File: src/rtl/ov7670_sccb_config.sv
// ov7670_sccb_config: power-up SCCB write sequencer for the OV7670 camera.
// Ports: CLK/RESET (async active-low) clock and reset; START one-cycle launch pulse;
// SIOC, SIOD_OUT, SIOD_OE drive the SCCB pins; BUSY/DONE sequence status; IDX table entry.
module ov7670_sccb_config #(
  parameter int          CLK_DIV    = 63,
  parameter int          RESET_WAIT = 25000,
  parameter logic [7:0]  DEV_ADDR   = 8'h42
) (
  input  logic       CLK,
  input  logic       RESET,
  input  logic       START,
  output logic       SIOC,
  output logic       SIOD_OUT,
  output logic       SIOD_OE,
  output logic       BUSY,
  output logic       DONE,
  output logic [2:0] IDX
);
  localparam int CW = CLK_DIV > 1 ? $clog2(CLK_DIV) : 1;
  localparam int WW = $clog2(RESET_WAIT + 1);
  localparam logic [15:0] TABLE [8] = '{16'h1280, 16'h11C0, 16'h0C08, 16'h120C,
                                        16'h40D0, 16'h140B, 16'h1E30, 16'h4200};
  typedef enum logic [3:0] {IDLE, LOAD, START_A, START_B, BIT, STOP_A, STOP_B, STOP_C,
                            GAP, WAIT, FINISH} state_t;
  state_t state_q, state_d;
  logic [CW-1:0] cnt_q, cnt_d;
  logic [WW-1:0] wcnt_q, wcnt_d;
  logic [1:0] qtr_q, qtr_d;
  logic [4:0] bit_q, bit_d;
  logic [26:0] shift_q, shift_d;
  logic [2:0] idx_q, idx_d;
  logic busy_q, busy_d, done_q, done_d, sioc_q, sioc_d, siod_q, siod_d, oe_q, oe_d;
  logic tick, ack;
  assign tick = cnt_q == CW'(CLK_DIV - 1);
  always_comb begin
    state_d = state_q;
    cnt_d = tick ? '0 : cnt_q + 1'b1;
    wcnt_d = wcnt_q;
    qtr_d = qtr_q;
    bit_d = bit_q;
    shift_d = shift_q;
    idx_d = idx_q;
    busy_d = busy_q;
    done_d = done_q;
    case (state_q)
      IDLE: if (START) begin
        state_d = LOAD;
        idx_d = '0;
        busy_d = 1'b1;
        done_d = 1'b0;
      end
      LOAD: begin
        // don't-care slots carry 1 so the released line matches the pull-up
        shift_d = {DEV_ADDR, 1'b1, TABLE[idx_q][15:8], 1'b1, TABLE[idx_q][7:0], 1'b1};
        state_d = START_A;
      end
      START_A: if (tick) state_d = START_B;
      START_B: if (tick) begin
        state_d = BIT;
        qtr_d = '0;
        bit_d = '0;
      end
      BIT: if (tick) begin
        qtr_d = qtr_q + 2'd1;
        if (qtr_q == 2'd3) begin
          bit_d = bit_q + 5'd1;
          shift_d = shift_q << 1;
          if (bit_q == 5'd26) state_d = STOP_A;
        end
      end
      STOP_A: if (tick) state_d = STOP_B;
      STOP_B: if (tick) state_d = STOP_C;
      STOP_C: if (tick) begin
        state_d = GAP;
        qtr_d = '0;
      end
      GAP: if (tick) begin
        qtr_d = qtr_q + 2'd1;
        if (qtr_q == 2'd3) begin
          if (idx_q == 3'd0) begin
            state_d = WAIT;
            wcnt_d = '0;
          end else if (idx_q == 3'd7) state_d = FINISH;
          else begin
            idx_d = idx_q + 3'd1;
            state_d = LOAD;
          end
        end
      end
      WAIT: if (wcnt_q == WW'(RESET_WAIT - 1)) begin
        idx_d = 3'd1;
        state_d = LOAD;
      end else wcnt_d = wcnt_q + 1'b1;
      FINISH: begin
        state_d = IDLE;
        busy_d = 1'b0;
        done_d = 1'b1;
      end
      default: state_d = IDLE;
    endcase
    if (state_d != state_q) cnt_d = '0;
    // pin values are derived from the next state so they line up with it
    ack = bit_d == 5'd8 || bit_d == 5'd17 || bit_d == 5'd26;
    sioc_d = !(state_d == START_B || state_d == STOP_A || (state_d == BIT && !qtr_d[1]));
    siod_d = state_d inside {START_A, START_B, STOP_A, STOP_B} ? 1'b0 :
             state_d == BIT ? shift_d[26] : 1'b1;
    oe_d = state_d inside {START_A, START_B, BIT, STOP_A, STOP_B, STOP_C} &&
           !(state_d == BIT && ack);
  end
  always_ff @(posedge CLK or negedge RESET) begin
    if (!RESET) begin
      state_q <= IDLE;
      cnt_q <= '0;
      wcnt_q <= '0;
      qtr_q <= '0;
      bit_q <= '0;
      shift_q <= '0;
      idx_q <= '0;
      busy_q <= 1'b0;
      done_q <= 1'b0;
      sioc_q <= 1'b1;
      siod_q <= 1'b1;
      oe_q <= 1'b0;
    end else begin
      state_q <= state_d;
      cnt_q <= cnt_d;
      wcnt_q <= wcnt_d;
      qtr_q <= qtr_d;
      bit_q <= bit_d;
      shift_q <= shift_d;
      idx_q <= idx_d;
      busy_q <= busy_d;
      done_q <= done_d;
      sioc_q <= sioc_d;
      siod_q <= siod_d;
      oe_q <= oe_d;
    end
  end
  assign SIOC = sioc_q;
  assign SIOD_OUT = siod_q;
  assign SIOD_OE = oe_q;
  assign BUSY = busy_q;
  assign DONE = done_q;
  assign IDX = idx_q;
endmodule

File: config.mk
export PLATFORM = sky130hd
export DESIGN_NAME = ov7670_sccb_config
export DESIGN_NICKNAME = d
export VERILOG_FILES = /design/src/rtl/ov7670_sccb_config.sv
export SDC_FILE = /design/constraint.sdc
export NUM_CORES = 1
export LEC_CHECK = 0
export BUFFER_PORTS_ARGS = -buffer_cell sky130_fd_sc_hd__buf_4
export CAP_MARGIN = 25
export CORE_MARGIN = 2
export CORE_UTILIZATION = 45
export DETAILED_ROUTE_END_ITERATION = 8
export PLACE_DENSITY = 0.69
export SLEW_MARGIN = 5
export SYNTH_ARGS = -nofsm -noshare
export SYNTH_HDL_FRONTEND = slang
export SYNTH_SLANG_ARGS = --single-unit
File: constraint.sdc
create_clock -name CLK -period 2.4 [get_ports CLK]
set_input_delay 0.12 -clock CLK [delete_from_list [all_inputs] [get_ports CLK]]
set_output_delay 0.12 -clock CLK [all_outputs]
set_load 0.03 [all_outputs]
Word level (Yosys, flattened, before mapping) --
Memory sizes are Yosys's and may differ from the RTL's. Index checks and enable logic that the tools add are counted.
Storage, ports and cells: register bits 67, ROM bits 128, input port bits 3, output and inout bits 8, word-level logic and storage cells 132, memories kept 1
Cells by class: $add $sub $neg 5, $lt $le $gt $ge 1, equal/unequal tests 37, mux-type cells 47, bitwise logic cells 1, reduce and logical (&&, ||, !) cells 26
Memories:
- (name not given) | depth 8, width 16, read ports 1, clocked after memory_dff 0, write ports 0, RTL line 54 | shift_d = {DEV_ADDR, 1'b1, TABLE[idx_q][15:8], 1'b1, TABLE[idx_q][7:0], 1'b1};
Operators by type and width (number):
- 15-bit 2-to-1 mux | 4
- 4-bit 2-to-1 mux | 14
- 27-bit 2-to-1 mux | 2
- 27-bit case mux with 2 select lines | 1
- 4-bit case mux with 10 select lines | 1
- 4-bit by 3-bit equality test with 1-bit output (second input constant) | 8
- 16-bit 2-to-1 mux | 2
- 15-bit case mux with 2 select lines | 1
- 2-bit != test (second input constant) | 10
- 3-bit 2-to-1 mux | 6
- 4-bit by 2-bit equality test with 1-bit output (second input constant) | 4
- 15-bit by 1-bit adder with 15-bit output (second input constant) | 1
- 15-bit equality test (second input constant) | 1
- 5-bit equality test (second input constant) | 3
- 5-bit 2-to-1 mux | 3
- 4-bit equality test (second input constant) | 3
- 6-bit 2-to-1 mux | 2
- 5-bit case mux with 2 select lines | 1
- 3-bit case mux with 3 select lines | 1
- 2-bit nonzero test | 4
- 7-bit AND reduction | 1
- 6-bit by 1-bit adder with 6-bit output (second input constant) | 1
- 6-bit equality test (second input constant) | 1
- 3-bit AND reduction | 2
- other kinds (26) | 40

Logic depth before layout (Yosys ltp) --
Gate-level depths: netlist (run 1).
depth after elaboration 10, gate-level depth with buffers 9, mapped depth without buffers 8

Least setup slack after synthesis (run 1) --
Ideal clock, no wire load.
kind flip-flop to flip-flop, start point register state_q[1], end point register wcnt_q[12], setup time 132 ps, data arrival time 2092 ps, required time 2268 ps, slack 176 ps, cell stages (with the launch flop) 8, buffers on the path 1, period minus slack after synthesis 2224 ps, cells stage by stage dfrtp_1 > or4b_4 > nor4_4 > a41oi_2 > buf_2 > nor4_2 > xnor2_1 > nor2_1
Between the ends: longest elaborated chain between the ends 3, elaborated cells on any way between the ends 9, those cells by class 6 x eq/ne; 1 x mux; 2 x reduce/logical
Ends and longest elaborated chain:
- start, declared | RTL line 25 | state_t state_q, state_d;
- start signal, assigned | RTL line 125 | state_q <= state_d;
- 4-bit equality test | RTL line 45 | case (state_q)
- 2-bit != test (no line) or 2-bit nonzero test (tied branches)
- 5-bit AND reduction (no line)
- end signal, assigned | RTL line 127 | wcnt_q <= wcnt_d;
- end, declared | RTL line 27 | logic [WW-1:0] wcnt_q, wcnt_d;
Parallel ways exist; a longest one is shown, timed or not. A chain may end at the register's enable or synchronous reset.

Final worst setup path (run 1) --
start point register state_q[0], end point register wcnt_q[11]
The elaborated chain is that of the path after synthesis.

==> results of run 1 <==
-- logic make-up (layout without fill, tap and decap cells) --
group	after synthesis	count (layout)	share of synthesized area
simple gates	173	173	0.245
mux	4	4	0.0115
buf+inv	33	61	0.0362
compound gates	80	80	0.156
fa+ha+maj	13	13	0.0452
flops	67	67	0.467
xor+xnor	16	16	0.0389
-- cell usage after synthesis, drive strengths merged (3+ instances only) --
cell type and instances:
xnor2 13, nand3 13, o211ai 4, and2 3
nor4 8, mux2i 3, a221o 11, inv 12
o22ai 5, nor4b 4, o21ai 23, o31ai 3
nor3 15, ha 13, clkbuf 15, nand2 54
nand2b 4, a22oi 5, dfrtp 65, xor2 3
nor2 44, buf 6, a21oi 11, and3 4
nand4 8
-- what timing repair did --
| action | in CTS | in global routing |
|---|---|---|
| setup buffers | 0 | 0 |
| pin swaps | 0 | 3 |
| setup endpoints to repair | 1 | 18 |
| resized for setup | 1 | 16 |
| endpoints found under the hold margin | 65 | 0 |
| hold buffers | 1 | 0 |
-- layout by cell type (no fill, tap or decap), types with 4 or more instances in the layout --
cell type	Yosys	final
inv_1	12	12
nand2_1	54	53
nand2b_1	4	4
o211ai_1	4	4
clkbuf_8	0	10
o21ai_0	23	22
dfrtp_1	65	63
nand3_1	13	13
a221o_1	11	11
ha_1	13	13
xnor2_1	13	13
buf_4	0	32
a22oi_1	5	5
and3_1	4	4
a21oi_1	11	11
o22ai_1	5	5
nor3_1	15	13
nor2_1	44	44
nand4_1	8	8
nor4_2	2	6
-- per-stage QoR --
| stage | cells | hold WS (ns) | setup slack (ns) | instance area, sq um | TNS [ns] |
|---|---|---|---|---|---|
| 2_1_floorplan | 386 | -0.176 | 0.176 | 3600 | 0 |
| 3_3_place_gp | 499 | 0.287 | 0.0834 | 3890 | 0 |
| 3_5_place_dp | 499 | 0.283 | 0.000113 | 3890 | 0 |
| 4_1_cts | 516 | 0.154 | 0.0420 | 4100 | 0 |
| 5_1_grt | 516 | 0.191 | -0.0979 | 4160 | -0.653 |
| 6_report | 516 | 0.167 | 0.0869 | 4160 | 0 |
-- area by class of cell --
cell class	count	area share
Inverter	12	0.0108
Timing Repair Buffer	33	0.0601
Tap cell	102	0.0306
Clock inverter	5	0.0126
Multi-Input combinational cell	286	0.448
Clock buffer	11	0.0340
Sequential cell	67	0.404
-- worst min-delay path: stages --
cell	delay, ns
buf_4	0.13
nor2_1	0.08
o31ai_1	0.06
o21ai_0	0.07
-- layer usage --
layer	track usage	routed length [microns]
met4	0.0797	84
met1	0.280	3880
met2	0.289	3640
met3	0.0451	406
met5	0	0
-- power groups by stage --
stage / clock (uW) / combinational [uW] / sequential, uW
2_1_floorplan: 0 / 1.38 / 1150
3_5_place_dp: 0 / 27.9 / 1150
5_1_grt: 996 / 33.2 / 1130
3_3_place_gp: 0 / 28.0 / 1150
6_report: 921 / 27.0 / 1130
4_1_cts: 956 / 29.3 / 1130
-- final timing paths --
path	slack, ns	from	cells after the start	to
max	0.09	state_q[0]	6	wcnt_q[11]
min	0.17	START	4	IDX[0]
max reg2reg	0.09	state_q[0]	6	wcnt_q[11]
min reg2reg	0.48	shift_q[13]	2	shift_q[13]
max in group asynchronous	1.39	RESET	2	state_q[1]
min in group asynchronous	0.42	RESET	2	SIOD_OE
-- flip-flops by register name, summed over array words and instances (netlist names) --
signal    count
DONE          1
SIOD_OUT      1
cnt_q         6
qtr_q         2
BUSY          1
SIOC          1
shift_q      27
bit_q         5
wcnt_q       15
IDX           3
state_q       4
SIOD_OE       1
==> summary.md, run 1 <==
| Metric | Value |
|---|---|
| Crit share post-route | 0.964 |
| EDFF count, synth | 0 |
| Worst-Margin Slew | 0.877 ns |
| FILL cells | 704 |
| Net Sw Power | 441 uW |
| Leakage power | 0.00175 uW |
| Multi-input gate area | 0.00187 sq mm |
| Worst vdd ir | 0.000489 V |
| H-tree depth | 3 |
| Final Util | 0.539 |
| Clk pin slew, worst setup/hold paths | 0.07 ns |
| Cell count after synthesis | 386 |
| Yosys warns | 0 |
| Reg area | 0.00168 sq mm |
| Final #Nets | 425 |
| Finish-stage setup viols | 0 |
| Area grow syn2layout | 15.7% |
| CTS tree | done |
| Slowest stage cell, crit path | or4b_4 |
| Die height | 93.4 microns |
| Clk_skew | 0.00888 ns |
| Hold Crit Class | input port to flip-flop |
| Largest cells by area after synthesis | dfrtp_1 45%, nand2_1 5.6%, nor2_1 4.6% |
| Diodes inserted | 0 |
| Seq/Total Area, Yosys | 0.467 |
| CP endpoint kind | flip-flop |
| Area of the mapped netlist | 0.00360 sq mm |
| Die W | 93.4 microns |
| Post-DP HPWL | 5.35 mm |
| Synth top area share | 0.452 |
| Via count | 2930 |
| Top FF cell, synth | dfrtp_1 |
| Share of power burned in combinational logic | 0.013 |
| Clock sink total | 67 |
| Overall Global Routing Usage | 0.197 |
| First-pass GRT wire length | 13.4 mm |
| Grt ovf | 0 |
| DR WL/cell | 15.5 microns |
| Clock Power Share | 0.443 |
| Slew HR | 0.413 |
| Critical Path Start Type | flip-flop |
| Routed wire length | 8.01 mm |
| Syn avg cell area | 9.32 sq um |
| Worst skew pair latency | 0.34 ns |
| Pwr Total | 2080 uW |
| Share of layout cells above drive strength 1 | 0.171 |
| Std cell rows | 32 |
| Worst path bufs/invs | 0 |
| CTS buffer count | 9 |
| Vias in the first global route | 2774 |
| Max Cap Viol | 0 |
| Yosys top cell by area | dfrtp_1 |
| Placeable Area | 0.00773 sq mm |
| Residual DRC | 0 |
| Port Buffer Count | 10 |
| Clock Path Buffers | 2 |
| Crit-path max FO | 15 |
| Die footprint | 0.00873 sq mm |
| Initial detailed-routing violation count | 167 |
| Final hold violations | 0 |
| RePlAce Congestion | 0.959 |
| CP arrival | 2.54 ns |
| Starting Density | 0.466 |
| DRT Pass-1 Iters | 4 |
| Switching share of power | 0.212 |
| Cell Int Power | 1640 uW |
| Critical path, cell by cell | or4b_4 > nor4_4 > a41oi_4 > nor4b_2 > xnor2_1 > nor2_1 |
| Largest net degree at the start of global routing | 68 |
| Asr flop ratio synth | 1.00 |
| Max Slew Vio Count | 0 |
| WS Path Type | flip-flop to flip-flop |
| Tmin final | 2.31 ns |
| Power Density | 499 mW/mm^2 |
| Outcome | complete, no violations |
| #FFs+latches synth | 67 |
| Yosys cell types | 57 |
| Cell family with most CP delay | simple AND/OR/NAND/NOR gates |
| Syn Nets | 402 |
| Max incr delay on CP | 0.61 ns |
| Via-to-Cell Ratio | 5.68 |
| Sequential share of power | 0.544 |
| Root Buffer | clkbuf_8 |
| IO Pins | 11 |
| Antenna Nets Post-Route | 0 |
| Required time of the worst setup path | 2.63 ns |
| F_max | 432 MHz |
| Initial antenna violation count | 0 |
Power figures use the tool's default switching activity.
==> inputs of run 2 (changes only) <==
--- a/config.mk
+++ b/config.mk
@@ -11,6 +11,8 @@
 export CORE_UTILIZATION = 45
 export DETAILED_ROUTE_END_ITERATION = 8
 export PLACE_DENSITY = 0.69
+export REMOVE_ABC_BUFFERS = 1
+export SKIP_LAST_GASP = 1
 export SLEW_MARGIN = 5
 export SYNTH_ARGS = -nofsm -noshare
 export SYNTH_HDL_FRONTEND = slang
==> constraint.sdc (replaced) <==
create_clock -name CLK -period 2.7 [get_ports CLK]
set_input_delay 0.135 -clock CLK [delete_from_list [all_inputs] [get_ports CLK]]
set_output_delay 0.135 -clock CLK [all_outputs]
set_load 0.03 [all_outputs]
==> run 2 against run 1 <==
First-iteration DRC count decreased by 3.0%. Routed wire length decreased by 4.9%. Final area decreased by 2.0%. Sequential power decreased by 12%. Sequential share of layout area increased by 0.74 points. Final cell count decreased by 1.2%. Non-clock buffer count decreased by 6. Critical path depth increased by 1. Clock skew decreased by 0.0020 ns. Flip-flop and latch count unchanged. Global-route usage decreased by 0.25 points. Via count decreased by 0.20%. Largest power group unchanged.
==> summary.md, run 2 (synthesis results as in run 1) <==
| Metric | Value |
|---|---|
| Reg2reg setup slack | 0.20 ns |
| Worst skew pair latency | 0.34 ns |
| Grt ovf | 0 |
| Leakage power | 0.00174 uW |
| Post-DP HPWL | 5.25 mm |
| Worst-Margin Slew | 0.934 ns |
| Die height | 93.4 microns |
| Via count | 2924 |
| CTS tree | done |
| Max Slew Vio Count | 0 |
| Final #Nets | 419 |
| Leading cell type in the layout, fill and taps excluded | dfrtp_1 |
| Clock Power Share | 0.479 |
| Port Buffer Count | 10 |
| Antenna Nets Post-Route | 0 |
| IO Pins | 11 |
| Worst vdd ir | 0.000298 V |
| Critical Path Start Type | flip-flop |
| Vias in the first global route | 2803 |
| CTS buffer count | 9 |
| Hold Crit Class | input port to flip-flop |
| RePlAce Congestion | 0.852 |
| Die footprint | 0.00873 sq mm |
| Clock Path Buffers | 2 |
| Cell Int Power | 1550 uW |
| Overall Global Routing Usage | 0.194 |
| Via-to-Cell Ratio | 5.73 |
| Area after DPL | 0.00384 sq mm |
| Clk_skew | 0.00691 ns |
| Clk pin slew, worst setup/hold paths | 0.07 ns |
| Max Cap Viol | 0 |
| Slew HR | 0.375 |
| Hold slack | 0.192 ns |
| Max FFs per register | 27 |
| Share of layout cells above drive strength 1 | 0.132 |
| Reg2reg start | state_q[3] |
| Crit. Startpoint | state_q[3] |
| Die W | 93.4 microns |
| Most frequent cells in the layout | 65 x dfrtp_1, 54 x nand2_1, 44 x nor2_1 |
| Root Buffer | clkbuf_8 |
| Placeable Area | 0.00773 sq mm |
| Crit-path max FO | 14 |
| Largest regs | shift_q x27, wcnt_q x15, cnt_q x6 |
| Std cell rows | 32 |
| DRT Pass-1 Iters | 5 |
| Switching share of power | 0.212 |
| RSZ-0062 raised after global routing | false |
| CP arrival | 2.74 ns |
| Final hold violations | 0 |
| Initial detailed-routing violation count | 162 |
| Clock sink total | 67 |
| Critical path, cell by cell | or4b_4 > nor4_4 > a41oi_2 > buf_4 > nor3b_1 > xnor2_1 > nor2_1 |
| Initial antenna violation count | 0 |
| Sequential share of power | 0.509 |
| CP endpoint kind | flip-flop |
| Crit share post-route | 0.926 |
| Max incr delay on CP | 0.60 ns |
| Residual DRC | 0 |
| Net Sw Power | 417 uW |
| Finish-stage setup viols | 0 |
| H-tree depth | 3 |
| Required time of the worst setup path | 2.93 ns |
| Outcome | complete, no violations |
| Setup_tns | 0 ns |
| Slowest stage cell, crit path | dfrtp_1 |
| Hold path startpoint | START |
| Starting Density | 0.466 |
| Area grow syn2layout | 13.5% |
| Worst setup margin | 0.199 ns |
| First-pass GRT wire length | 13.6 mm |
| Largest Register | shift_q |
| DR WL/cell | 14.9 microns |
| Final instance area | 0.00408 sq mm |
| F_max | 400 MHz |
| Setup WS pre-CTS | 0.206 ns |
| Tmin final | 2.50 ns |
| WS Path Type | flip-flop to flip-flop |
| Diodes inserted | 0 |
| Share of power burned in combinational logic | 0.012 |
| Power Density | 482 mW/mm^2 |
| Routed wire length | 7.62 mm |
| Largest net degree at the start of global routing | 68 |
| Pwr Total | 1970 uW |
==> run 2: through the flow <==
stage          cells   util
6_report         510  0.528
5_1_grt          510  0.528
4_1_cts          510  0.528
3_5_place_dp     493  0.497
3_3_place_gp     493  0.497
2_1_floorplan    365      -
==> run 2: timing repair <==
action | 4_1_cts | 5_1_grt
setup buffers | 0 | 0
hold buffers | 1 | 0
endpoints found under the setup margin | 0 | 1
endpoints found under the hold margin | 65 | 0
gates resized for setup | 0 | 1
==> run 2: layout make-up <==
| cell class | count | area [sq um] |
|---|---|---|
| clock inverter | 6 | 87.6 |
| sequential | 67 | 1680 |
| tap | 102 | 128 |
| inverter | 12 | 45.0 |
| timing repair buffer | 27 | 205 |
| clock buffer | 10 | 138 |
| multi-input combinational | 286 | 1800 |
| fill | 705 | 3640 |
==> run 2: critical path, delay by kind of cell (launching register included) <==
family	cells	cell delay, ns
AOI/OAI and AO/OA	1	0.15
and+or+nand+nor	4	1.21
DFF	1	0.60
xor gates and xnor gates	1	0.16
buffers and inverters	1	0.26
==> run 2: final timing paths <==
check                           cells past startpoint    endpoint
worst max-delay path                                7   wcnt_q[4]
worst min register to register                      2  shift_q[6]
worst min-delay path                                4      IDX[0]
worst max register to register                      7   wcnt_q[4]
max in group asynchronous                           2  state_q[1]
min in group asynchronous                           2  shift_q[8]
==> run 2: per-layer routing <==
layer / global-route usage / wire length [microns] / vias to the layer above
met2: 0.288 / 3400 / 69
met3: 0.0403 / 309 / 12
met1: 0.284 / 3800 / 1420
li1: - / - / 1423
met5: 0 / 0 / -
met4: 0.0625 / 104 / 0
==> run 2: power by group through the flow <==
| stage | registers (uW) | logic [uW] | clock network (uW) |
|---|---|---|---|
| after floorplan | 1020 | 1.22 | 0 |
| after global placement | 1020 | 24.5 | 0 |
| after detailed placement | 1020 | 25.3 | 0 |
| after CTS | 1000 | 26.3 | 967 |
| after global routing | 1000 | 29.2 | 1030 |
| final | 1000 | 24.2 | 943 |
==> inputs of run 3 (changes only) <==
--- a/config.mk
+++ b/config.mk
@@ -10,6 +10,8 @@
 export CORE_MARGIN = 2
 export CORE_UTILIZATION = 45
 export DETAILED_ROUTE_END_ITERATION = 8
+export HOLD_SLACK_MARGIN = 0.05
+export MAX_ROUTING_LAYER = met4
 export PLACE_DENSITY = 0.69
 export REMOVE_ABC_BUFFERS = 1
 export SKIP_LAST_GASP = 1
==> run 3 against run 2 <==
Routed wire length fell by 0.22%. Critical path type unchanged. Sequential share of layout area did not move. Critical path depth did not move. Maximum frequency fell by 0.18%. Register-to-register slack barely moved. Hold slack got worse by 0.0090 ns. Sequential power barely moved. Combinational power barely moved. Clock skew rose by 0.0019 ns. Core utilization did not move. Flip-flop and latch count did not move.
==> summary.md, run 3 (synthesis results as in run 1) <==
| Metric | Value |
|---|---|
| Root Buffer | clkbuf_8 |
| Crit-path max FO | 14 |
| Reg2reg setup slack | 0.19 ns |
| FILL cells | 705 |
| Largest Register | shift_q |
| Worst vdd ir | 0.000300 V |
| Post-CTS setup repair buffer count | 0 |
| Final #Nets | 419 |
| Clk pin slew, worst setup/hold paths | 0.07 ns |
| Most frequent cells in the layout | 65 x dfrtp_1, 54 x nand2_1, 44 x nor2_1 |
| H-tree depth | 3 |
| Via count | 2902 |
| DRT Pass-1 Iters | 4 |
| DR WL/cell | 14.9 microns |
| Routed wire length | 7.60 mm |
| Worst setup margin | 0.195 ns |
| Largest net degree at the start of global routing | 68 |
| IO Pins | 11 |
| Fin cells | 510 |
| Slew HR | 0.361 |
| Clock sink total | 67 |
| Max Slew Vio Count | 0 |
| Outcome | complete, no violations |
| RePlAce Congestion | 0.865 |
| Power Density | 483 mW/mm^2 |
| Pwr Total | 1970 uW |
| Worst skew pair latency | 0.34 ns |
| Overall Global Routing Usage | 0.199 |
| Critical Path Start Type | flip-flop |
| F_max | 399 MHz |
| Critical path, cell by cell | or4b_4 > nor4_4 > a41oi_2 > buf_4 > nor3b_1 > xnor2_1 > nor2_1 |
| Die height | 93.4 microns |
| Max Cap Viol | 0 |
| Initial detailed-routing violation count | 181 |
| CTS tree | done |
| Antenna Nets Post-Route | 0 |
| Slowest stage cell, crit path | dfrtp_1 |
| Clk_skew | 0.00886 ns |
| Die W | 93.4 microns |
| Vias in the first global route | 2810 |
| Placeable Area | 0.00773 sq mm |
| Leakage power | 0.00174 uW |
| Setup WS pre-CTS | 0.206 ns |
| Via-to-Cell Ratio | 5.69 |
| Crit share post-route | 0.928 |
| Hold Crit Class | input port to flip-flop |
| Share of layout cells above drive strength 1 | 0.132 |
| Setup_tns | 0 ns |
| Largest regs | shift_q x27, wcnt_q x15, cnt_q x6 |
| CTS buffer count | 9 |
| Diodes inserted | 0 |
| Worst-Margin Slew | 0.955 ns |
| Post-DP HPWL | 5.25 mm |
| Port Buffer Count | 10 |
| Max FFs per register | 27 |
| Max incr delay on CP | 0.61 ns |
| Grt ovf | 0 |
| Die footprint | 0.00873 sq mm |
| Std cell rows | 32 |
| Required time of the worst setup path | 2.93 ns |
| CP arrival | 2.74 ns |
| Area grow syn2layout | 13.5% |
| Starting Density | 0.466 |
| Tmin final | 2.51 ns |
| Leading cell type in the layout, fill and taps excluded | dfrtp_1 |
| Finish-stage setup viols | 0 |
| Hold slack | 0.183 ns |
| Clock Path Buffers | 2 |
| WS Path Type | flip-flop to flip-flop |
| CP endpoint kind | flip-flop |
| Final hold violations | 0 |
| Cell family with most CP delay | simple AND/OR/NAND/NOR gates |
| Worst path bufs/invs | 1 |
| Residual DRC | 0 |
| RSZ-0062 raised after global routing | false |
| Initial antenna violation count | 0 |
| Cell Count Post-Placement | 493 |
| First-pass GRT wire length | 13.6 mm |
-- run 3: cell counts in the layout (fill, tap and decap cells not counted) --
Identical to the previous run, type by type.
-- run 3: worst paths after layout --
check,startpoint,to,cells past startpoint
max reg2reg,state_q[3],wcnt_q[4],7
min,START,IDX[0],4
max,state_q[3],wcnt_q[4],7
min in group asynchronous,RESET,shift_q[8],2
max in group asynchronous,RESET,state_q[1],2
min reg2reg,shift_q[6],shift_q[6],2
-- run 3: layout make-up --
class	count	area, sq um	area share
tap	102	128	0.0313
clock inverter	6	87.6	0.0215
inverter	12	45.0	0.0110
clock buffer	10	138	0.0337
sequential	67	1680	0.411
timing repair buffer	27	205	0.0503
multi-input combinational	286	1800	0.441
-- run 3: worst reg2reg max path: cells and delay by family (launching register included) --
family | cells | cell delay (ns)
simple gates | 4 | 1.22
buf+inv | 1 | 0.26
flops | 1 | 0.61
xor+xnor | 1 | 0.16
compound gates | 1 | 0.15
-- run 3: what timing repair did --
item	in CTS	in global routing
hold endpoints to repair	65	0
resized for setup	0	1
setup endpoints to repair	0	1
hold buffers	1	0
-- run 3: metrics by stage --
step | cell area, sq um | util
after floorplan | 3510 | -
after global placement | 3840 | 0.497
after detailed placement | 3840 | 0.497
after CTS | 4080 | 0.528
after global routing | 4080 | 0.528
final | 4080 | 0.528
-- run 3: layer usage --
layer / vias up / wire length [microns] / GRT usage
met3: 11 / 355 / 0.0467
met2: 72 / 3370 / 0.287
met4: 0 / 72 / 0.0515
li1: 1424 / - / -
met5: - / 0 / -
met1: 1395 / 3810 / 0.285
-- run 3: where the power goes --
| group | internal, uW | leakage (uW) | switching, uW |
|---|---|---|---|
| Sequential | 1000 | 0.000846 | 0 |
| Clock | 547 | 0.000117 | 398 |
| Combinational | 3.27 | 0.000773 | 20.8 |
